===== config.mk =====
export PLATFORM = sky130hd
export DESIGN_NAME = mult_accumulator_flat
export DESIGN_NICKNAME = d
export VERILOG_FILES = /design/src/rtl/mult_accumulator_pkg.sv /design/src/rtl/mult_accumulator_if.sv /design/src/rtl/multiplier_4bit.sv /design/src/rtl/mult_accumulator.sv /design/src/flat_wrapper.sv
export SDC_FILE = /design/constraint.sdc
export NUM_CORES = 1
export LEC_CHECK = 0
export CAP_MARGIN = 10
export CORE_MARGIN = 2
export CORE_UTILIZATION = 61
export DETAILED_ROUTE_END_ITERATION = 6
export PLACE_DENSITY = 0.85
export SLEW_MARGIN = 15
export SYNTH_ARGS = -nofsm -noshare
export SYNTH_HDL_FRONTEND = slang
export SYNTH_SLANG_ARGS = --single-unit

===== constraint.sdc =====
create_clock -name i_clk -period 6.09 [get_ports i_clk]
set_input_delay 0.609 -clock i_clk [delete_from_list [all_inputs] [get_ports i_clk]]
set_output_delay 0.609 -clock i_clk [all_outputs]
set_load 0.03 [all_outputs]

===== src/rtl/mult_accumulator_pkg.sv =====
// Shared constants and state encoding for the multiply-accumulate stage
// and the 4-bit multiplier it consumes.
package mult_accumulator_pkg;

  localparam int OP_W   = 4;
  localparam int PROD_W = 8;

  typedef enum logic [1:0] {
    IDLE  = 2'd0,
    ACCUM = 2'd1,
    FLUSH = 2'd2,
    DONE  = 2'd3
  } state_t;

endpackage


===== src/rtl/mult_accumulator_if.sv =====
// Operand handshake and result bus between a producer and mult_accumulator.
interface mult_accumulator_if
  import mult_accumulator_pkg::*;
#(
  parameter int ACC_W = 12,
  parameter int LEN_W = 8
);

  logic              i_start;
  logic [LEN_W-1:0]  i_len;
  logic              i_valid;
  logic [OP_W-1:0]   i_op1;
  logic [OP_W-1:0]   i_op2;
  logic              o_ready;
  logic              o_busy;
  logic [ACC_W-1:0]  o_acc;
  logic              o_ovf;
  logic              o_done;

  modport slave (
    input  i_start, i_len, i_valid, i_op1, i_op2,
    output o_ready, o_busy, o_acc, o_ovf, o_done
  );

  modport master (
    output i_start, i_len, i_valid, i_op1, i_op2,
    input  o_ready, o_busy, o_acc, o_ovf, o_done
  );

endinterface


===== src/rtl/multiplier_4bit.sv =====
// Unsigned 4x4 combinational multiplier producing a full 8-bit product.
module multiplier_4bit
  import mult_accumulator_pkg::*;
(
  input  logic [OP_W-1:0]   i_a,
  input  logic [OP_W-1:0]   i_b,
  output logic [PROD_W-1:0] o_p
);

  assign o_p = PROD_W'(i_a) * PROD_W'(i_b);

endmodule


===== src/rtl/mult_accumulator.sv =====
// Sequential multiply-accumulate: registers each handshaked product for one
// stage, then folds it into a saturating accumulator over i_len terms.
module mult_accumulator
  import mult_accumulator_pkg::*;
#(
  parameter int ACC_W = 12,
  parameter int LEN_W = 8
)(
  input  logic               i_clk,
  input  logic               i_rst,
  mult_accumulator_if.slave  bus
);

  if (ACC_W < PROD_W) begin : g_bad_acc_w
    $error("mult_accumulator: ACC_W must be at least 8");
  end

  state_t             state_q, state_d;
  logic [LEN_W-1:0]   len_q, len_d;
  logic [LEN_W-1:0]   acc_cnt_q, acc_cnt_d;
  logic [LEN_W-1:0]   sum_cnt_q, sum_cnt_d;
  logic [PROD_W-1:0]  prod_q, prod_d;
  logic               pvalid_q, pvalid_d;
  logic [ACC_W-1:0]   acc_q, acc_d;
  logic               ovf_q, ovf_d;

  logic [PROD_W-1:0]  prod_w;
  logic               ready;
  logic               xfer;
  logic [ACC_W:0]     sum;

  multiplier_4bit u_mul (
    .i_a (bus.i_op1),
    .i_b (bus.i_op2),
    .o_p (prod_w)
  );

  // Ready comes only from registered state so the producer never sees a
  // combinational path from its own i_valid.
  assign ready = (state_q == ACCUM) && (acc_cnt_q < len_q);
  assign xfer  = ready & bus.i_valid;
  assign sum   = {1'b0, acc_q} + {{(ACC_W + 1 - PROD_W){1'b0}}, prod_q};

  always_comb begin
    state_d   = state_q;
    len_d     = len_q;
    acc_cnt_d = acc_cnt_q;
    sum_cnt_d = sum_cnt_q;
    prod_d    = prod_q;
    pvalid_d  = xfer;
    acc_d     = acc_q;
    ovf_d     = ovf_q;

    if (xfer) begin
      prod_d    = prod_w;
      acc_cnt_d = acc_cnt_q + 1'b1;
    end

    // Once saturated, any further carry keeps the accumulator pinned at max.
    if (pvalid_q) begin
      sum_cnt_d = sum_cnt_q + 1'b1;
      if (sum[ACC_W]) begin
        acc_d = '1;
        ovf_d = 1'b1;
      end else begin
        acc_d = sum[ACC_W-1:0];
      end
    end

    unique case (state_q)
      IDLE: begin
        if (bus.i_start) begin
          len_d     = bus.i_len;
          acc_d     = '0;
          ovf_d     = 1'b0;
          acc_cnt_d = '0;
          sum_cnt_d = '0;
          state_d   = (bus.i_len == '0) ? DONE : ACCUM;
        end
      end
      ACCUM: begin
        if (xfer && (acc_cnt_d == len_q)) state_d = FLUSH;
      end
      FLUSH: begin
        if (pvalid_q && (sum_cnt_d == len_q)) state_d = DONE;
      end
      DONE: begin
        state_d = IDLE;
      end
      default: begin
        state_d = IDLE;
      end
    endcase
  end

  always_ff @(posedge i_clk or posedge i_rst) begin
    if (i_rst) begin
      state_q   <= IDLE;
      len_q     <= '0;
      acc_cnt_q <= '0;
      sum_cnt_q <= '0;
      prod_q    <= '0;
      pvalid_q  <= 1'b0;
      acc_q     <= '0;
      ovf_q     <= 1'b0;
    end else begin
      state_q   <= state_d;
      len_q     <= len_d;
      acc_cnt_q <= acc_cnt_d;
      sum_cnt_q <= sum_cnt_d;
      prod_q    <= prod_d;
      pvalid_q  <= pvalid_d;
      acc_q     <= acc_d;
      ovf_q     <= ovf_d;
    end
  end

  assign bus.o_ready = ready;
  assign bus.o_busy  = (state_q != IDLE);
  assign bus.o_done  = (state_q == DONE);
  assign bus.o_acc   = acc_q;
  assign bus.o_ovf   = ovf_q;

endmodule


===== src/flat_wrapper.sv =====
// flat-port wrapper written by rule: the top's interface ports become plain ports
module mult_accumulator_flat import mult_accumulator_pkg::*;
#(
  parameter int ACC_W = 12,
  parameter int LEN_W = 8
)
  (i_clk, i_rst, bus_i_start, bus_i_len, bus_i_valid, bus_i_op1, bus_i_op2, bus_o_ready, bus_o_busy, bus_o_acc, bus_o_ovf, bus_o_done);
  mult_accumulator_if #(.ACC_W(ACC_W), .LEN_W(LEN_W)) bus_i ();
  input  logic i_clk;
  input  logic i_rst;
  input wire logic [$bits(bus_i.i_start)-1:0] bus_i_start;
  input wire logic [$bits(bus_i.i_len)-1:0] bus_i_len;
  input wire logic [$bits(bus_i.i_valid)-1:0] bus_i_valid;
  input wire logic [$bits(bus_i.i_op1)-1:0] bus_i_op1;
  input wire logic [$bits(bus_i.i_op2)-1:0] bus_i_op2;
  output wire logic [$bits(bus_i.o_ready)-1:0] bus_o_ready;
  output wire logic [$bits(bus_i.o_busy)-1:0] bus_o_busy;
  output wire logic [$bits(bus_i.o_acc)-1:0] bus_o_acc;
  output wire logic [$bits(bus_i.o_ovf)-1:0] bus_o_ovf;
  output wire logic [$bits(bus_i.o_done)-1:0] bus_o_done;
  assign bus_i.i_start = bus_i_start;
  assign bus_i.i_len = bus_i_len;
  assign bus_i.i_valid = bus_i_valid;
  assign bus_i.i_op1 = bus_i_op1;
  assign bus_i.i_op2 = bus_i_op2;
  assign bus_o_ready = bus_i.o_ready;
  assign bus_o_busy = bus_i.o_busy;
  assign bus_o_acc = bus_i.o_acc;
  assign bus_o_ovf = bus_i.o_ovf;
  assign bus_o_done = bus_i.o_done;
  mult_accumulator #(.ACC_W(ACC_W), .LEN_W(LEN_W)) u_core (.i_clk(i_clk), .i_rst(i_rst), .bus(bus_i));
endmodule

# == Word level (Yosys, flattened, before mapping) ==
# Index checks and enable logic that the tools add are counted.
# word_totals
register_bits,48
out_inout_bits,16
input_bits,20
wordCells,49
# op_classes
bitwise_logic,1
add_sub_neg,3
magnitude_cmp,1
n_eq_ne,8
mux,19
n_mul,1
reduce_logical,8
# op_table
op,count
$mux W12,4
$mux W8,6
$add A8 B1 Y8 const B,2
$eq A8 B8 Y1,2
$add A12 B8 Y13,1
$logic_not A8 Y1,1
$lt A8 B8 Y1,1
$mul A4 B4 Y8,1
$mux W2,4
$pmux W2 S4,1
$eq A2 B2 Y1 const B,2
$mux W1,4
$ne A2 B2 Y1 const B,2
$logic_and A1 B1 Y1,3
$reduce_and A3 Y1,1
$eq A2 B1 Y1 const B,1
$logic_not A2 Y1,1
$ne A2 B1 Y1 const B,1
$reduce_and A2 Y1,1
$reduce_bool A2 Y1,1
$and A1 B1 Y1,1

# == Depth between registers and ports, before layout ==
# Gate-level depths: netlist of the first run.
# depth
word_depth,8
ltp_mapped,12
mapped_depth_nobuf,12

# == Cells and area by module ==
# Synthesis of the first run repeated with hierarchy kept, for this count alone.
# unflattened
hier_cells,365
hier_area_um2,3438.3
# modules_own_cells
module,instances,area_each_um2,cells_each
mult_accumulator,1,2991.6,314
multiplier_4bit,1,446.7,51

# == Worst setup path after synthesis of the first run ==
# Ideal clock, no wire load.
# synth_timing
path_kind,input-to-reg
start,in bus_i_op1[0]
end,reg u_core.prod_q[7]
setup_time_ns,0.136
t_arrival_ns,2.930
path_buffers,0
stages,11
setup_slack_ns,3.024
path_cell_list,nand2_1 > fa_1 > fa_1 > inv_1 > ha_1 > a21o_1 > a21o_1 > a21o_1 > a21oi_1 > xor2_1 > o21ai_0
# synth_between
elab_chain_cells,1
# synth_lines
item,line,rtl
from (decl),flat_wrapper.sv:14,input wire logic [$bits(bus_i.i_op1)-1:0] bus_i_op1;
$mul A4 B4 Y8,multiplier_4bit.sv:10,assign o_p = PROD_W'(i_a) * PROD_W'(i_b);
to (signal assigned),mult_accumulator.sv:111,prod_q <= prod_d;
to (decl),mult_accumulator.sv:22,"logic [PROD_W-1:0] prod_q, prod_d;"
# No other way between the ends.
# A chain may end at the register's enable or synchronous reset.

# == Final worst setup path of the first run ==
# Same ends and word-level chain as after synthesis.

==> metrics.md, run 1 <==
| Metric | Value |
|---|---|
| Outcome | `finished, final reports clean` |
| Final HPWL DP | `approximately 5 mm` |
| Worst R2R Path Depth | `10` |
| Mapped Nets | `417` |
| Port Buffers | `35` |
| Leakage dissipation | `1.76 nW` |
| PD cells | `402 nW/µm²` |
| Clk_lat worst skew | `0.31 ns` |
| ANT nets after route | `0` |
| TritonCTS Buffers | `5` |
| Fin crit share | `55.5%` |
| Pwr Total | `0.00152 W` |
| HP Class | `reg -> reg` |
| WP data arrival | `approximately 3.6 ns` |
| CP max stage delay | `0.54 ns` |
| RSZ-0062 raised after global routing | `no` |
| Vias post-DR | `2576` |
| Largest net degree at the start of global routing | `49` |
| Worst slew pin tran | `about 0.98 ns` |
| R2R Setup Slk | `3.24 ns` |
| RR Endpoint | `u_core.state_q[1]$_DFFE_PP0P_` |
| Hold Crit Depth | `2` |
| Setup Viol. Count Final | `0` |
| Vias per inst | `5.55` |
| Clk_skew | `between 0.01 and 0.015 ns` |
| Average cell area after synthesis | `just over 9 µm²` |
| Die X | `77.3 µm` |
| DP Worst Slack | `2.37 ns` |
| Register bit total from synthesis | `48` |
| Final setup margin | `2.71 ns` |
| Distinct cells, synth | `42` |
| Clock Pin Slew Worst Setup and Hold Paths | `0.08 ns` |
| Most frequent CP cell | `a21o_1` |
| Startpoint types | `input pin` |
| Nets@finish | `452` |
| Core box area | `a little over 5000 µm²` |
| Worst EP required | `between 6 and 7 ns` |
| CTS resizes | `0` |
| Post-CTS Hold Buffers | `0` |
| Die H | `roughly 77 µm` |
| First-pass GRT wire length | `11.5 mm` |
| CTS sink count | `48` |
| CTS tree | `built` |
| CP endpoint kind | `register` |
| DRT iter0 DRCs | `about 160` |
| Finished layout cell area | `3780 µm²` |
| Pre-antenna DRT Iters | `4` |
| Max IR drop VDD | `202 µV` |
| CP Cell Sequence | `clkdlybuf4s50_1 > nand2_1 > fa_1 > fa_1 > inv_1 > ha_1 > a21o_1 > a21o_1 > a21o_1 > a21oi_1 > xor2_1 > o21ai_0` |
| Setup TNS | `0 ns` |
| Max cap viols | `0` |
| Starting Density | `63.8%` |
| Routed length per instance | `14.1 µm` |
| Core Rows | `26` |
| Placement Cell Area | `3680 µm²` |
| # H-tree levels | `2` |
| ANT cells | `0` |
| Post-layout util | `about three quarters` |
| Total Wirelength | `6.54 mm` |
| Die footprint | `5980 µm²` |
| R2R Path Start | `u_core.len_q[7]$_DFFE_PP0P_` |
| Final Max Tran Viols | `0` |
| Root Buffer | `clkbuf_8` |
| Max Clock Freq | `0.296 GHz` |
| Vias in the first global route | `~2500` |
| Worst Path Max Fanout | `4` |
| Final hold vios | `0` |
| YS warnings | `0` |
| Slew margin rel. | `roughly a third` |
| Gr ovfl total | `0` |
| Worst path slowest cell | `fa_1` |
| DRC Markers | `0` |
| HP Start | `u_core.prod_q[3]$_DFFE_PP0N_` |
| Post-CTS Setup Repair Bufs | `0` |
| Hold EP | `u_core.prod_q[3]$_DFFE_PP0N_` |
| I/O pin count | `36` |
| Seq/Total Area, Yosys | `between 30% and 40%` |
| Initial antenna violation count | `0` |
| Mapped Area | `3280 µm²` |
| Mapped Cells | `358` |
| Layout cells sized above 1 | `3.05%` |
| Final Wtd Congestion | `between 0.8 and 0.9` |
| Worst setup path category | `in -> reg` |
| Tmin final | `3.38 ns` |
| CTS max path bufs | `2` |
| Area delta synth->final | `15.2%` |
| GRT Overall Usage | `23.9%` |
synthesized netlist by cell type (all sizes together):
| cell type | count | area [µm²] |
|---|---|---|
| a2111oi | 1 | 8.76 |
| a211o | 1 | 8.76 |
| a211oi | 3 | 27.5 |
| a21boi | 2 | 15.0 |
| a21o | 6 | 45.0 |
| a21oi | 20 | 100 |
| a31oi | 2 | 12.5 |
| a32oi | 1 | 8.76 |
| and2 | 12 | 75.1 |
| and3 | 2 | 12.5 |
| and4 | 2 | 17.5 |
| buf | 1 | 11.3 |
| clkbuf | 6 | 22.5 |
| clkinv | 1 | 3.75 |
| dfrtp | 48 | 1200 |
| fa | 5 | 100 |
| ha | 34 | 425 |
| inv | 26 | 97.6 |
| mux2i | 4 | 40.0 |
| nand2 | 48 | 180 |
| nand2b | 1 | 6.26 |
| nand3 | 5 | 25.0 |
| nand4 | 8 | 50.1 |
| nor2 | 28 | 105 |
| nor2b | 4 | 25.0 |
| nor3 | 7 | 35.0 |
| nor4 | 1 | 6.26 |
| o2111ai | 1 | 8.76 |
| o21a | 1 | 7.51 |
| o21ai | 29 | 145 |
| o21bai | 1 | 7.51 |
| o221ai | 1 | 8.76 |
| o31ai | 1 | 7.51 |
| or2 | 1 | 6.26 |
| or3 | 1 | 6.26 |
| or4 | 1 | 7.51 |
| xnor2 | 27 | 236 |
| xnor3 | 3 | 67.6 |
| xor2 | 12 | 105 |
metrics by stage:
stage	hold slack [ns]	std cells
global placement	0.466	456
CTS	0.500	464
finish	0.498	464
floorplan	0.443	358
detailed placement	0.481	456
global route	0.529	464
worst max-delay path, delay by kind of cell:
| family | cells | cell delay (ns) |
|---|---|---|
| AO/OA/AOI/OAI | 5 | 0.78 |
| XOR/XNOR | 1 | 0.15 |
| buffers and inverters | 2 | 0.57 |
| adder cells (fa/ha/maj) | 3 | 1.34 |
| AND/OR/NAND/NOR | 1 | 0.10 |
routing by layer:
layer,vias up,routed length [µm],GRT usage (%),part of all wire [%]
met2,68,3200,39.4,49
met1,1213,2920,32.4,45
li1,1287,-,-,-
met4,0,87,7.14,1.3
met3,8,333,4.30,5.1
met5,-,0,0,0
flip-flops by register name (all words and copies together) (netlist names):
register	flops
u_core.bus.o_acc	12
u_core.bus.o_ovf	1
u_core.sum_cnt_q	8
u_core.prod_q	8
u_core.state_q	2
u_core.pvalid_q	1
u_core.len_q	8
u_core.acc_cnt_q	8
cells in the final DEF (no fill, tap or decap), drive strengths merged, types with 3 or more instances in the layout:
master | synthesis | routed
inv | 26 | 26
a21oi | 20 | 20
o21ai | 29 | 29
nand4 | 8 | 8
nand3 | 5 | 5
xnor2 | 27 | 27
mux2i | 4 | 4
and2 | 12 | 12
a21o | 6 | 6
nor2b | 4 | 4
ha | 34 | 34
clkbuf | 6 | 5
fa | 5 | 5
xor2 | 12 | 12
nor3 | 7 | 7
a211oi | 3 | 3
nand2 | 48 | 48
nor2 | 28 | 28
dfrtp | 48 | 48
clkdlybuf4s50 | 0 | 35
xnor3 | 3 | 3
where the power goes:
group          total, W  internal (W)  leakage (nW)  switching, W
clock network  0.000198     0.0000815        0.0404      0.000117
logic          0.000787      0.000357          1.09      0.000431
registers      0.000534      0.000417         0.629      0.000117
total           0.00152      0.000855          1.76      0.000664
area by class of cell:
type / instances / area (µm²)
Clock inverter: 3 / 23.8
Sequential cell: 48 / 1200
Multi-Input combinational cell: 276 / 1950
Tap cell: 70 / 87.6
Clock buffer: 5 / 68.8
Timing Repair Buffer: 35 / 350
Inverter: 27 / 101
Fill cell: 408 / 1360
kinds of logic (layout without fill, tap and decap cells):
| family | after synthesis | in the layout | synth area share [%] |
|---|---|---|---|
| flops | 48 | 48 | 36.6 |
| simple gates | 121 | 121 | 17.0 |
| compound gates | 70 | 70 | 12.5 |
| buf+inv | 34 | 70 | 4.12 |
| fa+ha+maj | 39 | 39 | 16.0 |
| mux | 4 | 4 | 1.22 |
| xor+xnor | 42 | 42 | 12.5 |
worst max-delay path by stage:
stage / startpoint / to / cells past startpoint
global placement: bus_i_op1[0] / u_core.prod_q[7]$_DFFE_PP0N_ / 12
CTS: bus_i_op1[0] / u_core.prod_q[7]$_DFFE_PP0N_ / 12
global route: bus_i_op1[0] / u_core.prod_q[7]$_DFFE_PP0N_ / 12
detailed placement: bus_i_op1[0] / u_core.prod_q[7]$_DFFE_PP0N_ / 12
floorplan: bus_i_op1[0] / u_core.prod_q[7]$_DFFE_PP0N_ / 11
finish: bus_i_op1[0] / u_core.prod_q[7]$_DFFE_PP0N_ / 12
Power figures use the tool's default switching activity.
==> inputs of run 2 (changes only) <==
--- a/config.mk
+++ b/config.mk
@@ -7,9 +7,9 @@
 export LEC_CHECK = 0
 export CAP_MARGIN = 10
 export CORE_MARGIN = 2
-export CORE_UTILIZATION = 61
+export CORE_UTILIZATION = 57
 export DETAILED_ROUTE_END_ITERATION = 6
-export PLACE_DENSITY = 0.85
+export PLACE_DENSITY = 0.81
 export SLEW_MARGIN = 15
 export SYNTH_ARGS = -nofsm -noshare
 export SYNTH_HDL_FRONTEND = slang
==> constraint.sdc (replaced) <==
create_clock -name i_clk -period 3.5 [get_ports i_clk]
set_input_delay 0.35 -clock i_clk [delete_from_list [all_inputs] [get_ports i_clk]]
set_output_delay 0.35 -clock i_clk [all_outputs]
set_load 0.03 [all_outputs]
==> run 2 against run 1 <==
Flip-flop and latch count is the same. First-iteration DRC count shrank 13%. Hold slack lost 0.011 ns. Cell area grew 1.3%. Sequential share of layout area shrank 0.42 points. Clock power grew 120%. Critical path depth is the same. Non-clock buffer count grew 2. Die area grew 6.7%. Combinational power grew 79%. Critical path type unchanged. Largest cell class unchanged. Highest routed layer unchanged.
==> metrics.md, run 2 (synthesis gave the netlist of run 1 again) <==
| Metric | Value |
|---|---|
| Worst EP required | `3.67 ns (was 6.26 ns)` |
| Root Buffer | `clkbuf_8 (unchanged)` |
| Clk_lat worst skew | `0.30 ns (was 0.31 ns)` |
| First-pass GRT wire length | `11.1 mm (was 11.5 mm)` |
| CTS resizes | `0 (unchanged)` |
| Area delta synth->final | `16.7% (was 15.2%)` |
| Port Buffers | `35 (unchanged)` |
| Nets@finish | `454 (was 452)` |
| Final Wtd Congestion | `0.839 (was 0.843)` |
| Max Clock Freq | `approximately 0.32 GHz` |
| Finished layout cell area | `3830 µm² (was 3780 µm²)` |
| Die X | `79.9 µm (was 77.3 µm)` |
| Final Max Tran Viols | `0 (unchanged)` |
| DRC Markers | `0 (unchanged)` |
| Final hold vios | `0 (unchanged)` |
| Most frequent cells in the layout | `nand2_1 (48), dfrtp_1 (48), clkdlybuf4s50_1 (35) (unchanged)` |
| Core Rows | `27 (was 26)` |
| GRT Overall Usage | `22.3% (was 23.9%)` |
| CTS tree | `built (unchanged)` |
| Slew margin rel. | `34.1% (was 34.3%)` |
| Setup Viol. Count Final | `0 (unchanged)` |
| Routed length per instance | `14.0 µm (was 14.1 µm)` |
| # H-tree levels | `2 (unchanged)` |
| Worst setup path category | `in -> reg (unchanged)` |
| Clock Pin Slew Worst Setup and Hold Paths | `0.08 ns (about the same)` |
| Max cap viols | `0 (unchanged)` |
| Leakage dissipation | `1.79 nW (was 1.76 nW)` |
| Tmin final | `3.13 ns` |
| Vias post-DR | `2596 (was 2576)` |
| Max IR drop VDD | `339 µV (was 202 µV)` |
| Worst Path Max Fanout | `4 (unchanged)` |
| Final HPWL DP | `4.89 mm (was 4.96 mm)` |
| Initial antenna violation count | `0 (unchanged)` |
| Layout cells sized above 1 | `3.28% (was 3.05%)` |
| DRT iter0 DRCs | `137 (was 158)` |
| Pre-antenna DRT Iters | `4 (unchanged)` |
| Outcome | `finished, final reports clean (unchanged)` |
| Vias in the first global route | `2503 (was 2493)` |
| Vias per inst | `5.55 (about the same)` |
| Worst-case hold slack | `0.487 ns (was 0.498 ns)` |
| R2R Setup Slk | `0.60 ns (was 3.24 ns)` |
| Fin crit share | `89.6%` |
| Starting Density | `59.2% (was 63.8%)` |
| Gr ovfl total | `0 (unchanged)` |
| Worst slew pin tran | `0.987 ns (was 0.984 ns)` |
| Startpoint types | `input pin (unchanged)` |
| RSZ-0062 raised after global routing | `no (unchanged)` |
| Post-CTS Hold Buffers | `0 (unchanged)` |
| Core box area | `5540 µm² (was 5140 µm²)` |
| Total Wirelength | `6.55 mm (was 6.54 mm)` |
| CP endpoint kind | `register (unchanged)` |
| Die footprint | `6380 µm² (was 5980 µm²)` |
| Largest net degree at the start of global routing | `49 (unchanged)` |
| ANT nets after route | `0 (unchanged)` |
| WP data arrival | `3.30 ns (was 3.56 ns)` |
| TritonCTS Buffers | `5 (unchanged)` |
| PD cells | `719 nW/µm² (was 402 nW/µm²)` |
| Post-CTS Setup Repair Bufs | `0 (unchanged)` |
| Clk_skew | `0.00874 ns (was 0.0141 ns)` |
| Setup TNS | `0 ns (unchanged)` |
| ANT cells | `0 (unchanged)` |
| Fill cell count | `452 (was 408)` |
| CTS sink count | `48 (unchanged)` |
| Die H | `79.9 µm (was 77.3 µm)` |
| Placement Cell Area | `3700 µm² (was 3680 µm²)` |
| Max FFs per register | `12 (unchanged)` |
| HP Class | `reg -> reg (unchanged)` |
| CTS max path bufs | `2 (unchanged)` |
| I/O pin count | `36 (unchanged)` |
run 2: cell count changes in the layout (fill, tap and decap cells not counted):
cell / delta
buf_4: +2
bufinv_16: +1
and2_1: +1
clkinvlp_4: -2
clkinv_4: -1
clkbuf_8: +2
and2_2: -1
run 2: routing by layer:
layer	GRT usage [%]	part of all wire [%]
met1	29.7	47
met2	37.2	48
met3	3.62	3.9
met4	7.29	1.2
met5	0	0
run 2: stage by stage:
| stage | power (W) | utilization, % | std cells | worst slack [ns] |
|---|---|---|---|---|
| after global routing | 0.00297 | 69.1 | 468 | 0.226 |
| after CTS | 0.00276 | 69.1 | 468 | 0.355 |
| after detailed placement | 0.00230 | 66.8 | 460 | 0.0431 |
| after global placement | 0.00226 | 66.8 | 460 | 0.0901 |
| after floorplan | 0.00193 | - | 358 | 0.693 |
| final | 0.00275 | 69.1 | 468 | 0.365 |
run 2: critical path, stage by stage:
cell and delay [ns]:
clkdlybuf4s50_1 0.51, nand2_1 0.09, fa_1 0.51, fa_1 0.54, inv_1 0.06, ha_1 0.29, a21o_1 0.17, a21o_1 0.19
a21o_1 0.18, a21oi_1 0.17, xor2_1 0.15, o21ai_0 0.08
run 2: report_power, final:
part | internal (W) | switching (W) | total [W]
combinational | 0.000627 | 0.000779 | 0.00141
clock | 0.000252 | 0.000187 | 0.000440
sequential | 0.000727 | 0.000181 | 0.000908
total | 0.00161 | 0.00115 | 0.00275
run 2: worst paths after layout:
path / endpoint / cells past startpoint / from
max in group asynchronous: u_core.pvalid_q$_DFF_PP0_ / 2 / i_rst
setup reg to reg: u_core.state_q[1]$_DFFE_PP0P_ / 10 / u_core.len_q[5]$_DFFE_PP0P_
hold / removal: u_core.prod_q[2]$_DFFE_PP0N_ / 2 / u_core.prod_q[2]$_DFFE_PP0N_
min in group asynchronous: u_core.bus.o_acc[7]$_DFF_PP0_ / 2 / i_rst
setup / recovery: u_core.prod_q[7]$_DFFE_PP0N_ / 12 / bus_i_op2[3]
hold reg to reg: u_core.prod_q[2]$_DFFE_PP0N_ / 2 / u_core.prod_q[2]$_DFFE_PP0N_
run 2: layout make-up:
class | instances | area [µm²] | share of cell area, %
well taps | 72 | 90.1 | 2.35
clock inverters | 1 | 30.0 | 0.784
inverters | 27 | 101 | 2.65
flip-flops and latches | 48 | 1200 | 31.4
multi-input cells | 276 | 1940 | 50.8
clock buffers | 7 | 96.3 | 2.52
repair buffers | 37 | 365 | 9.54
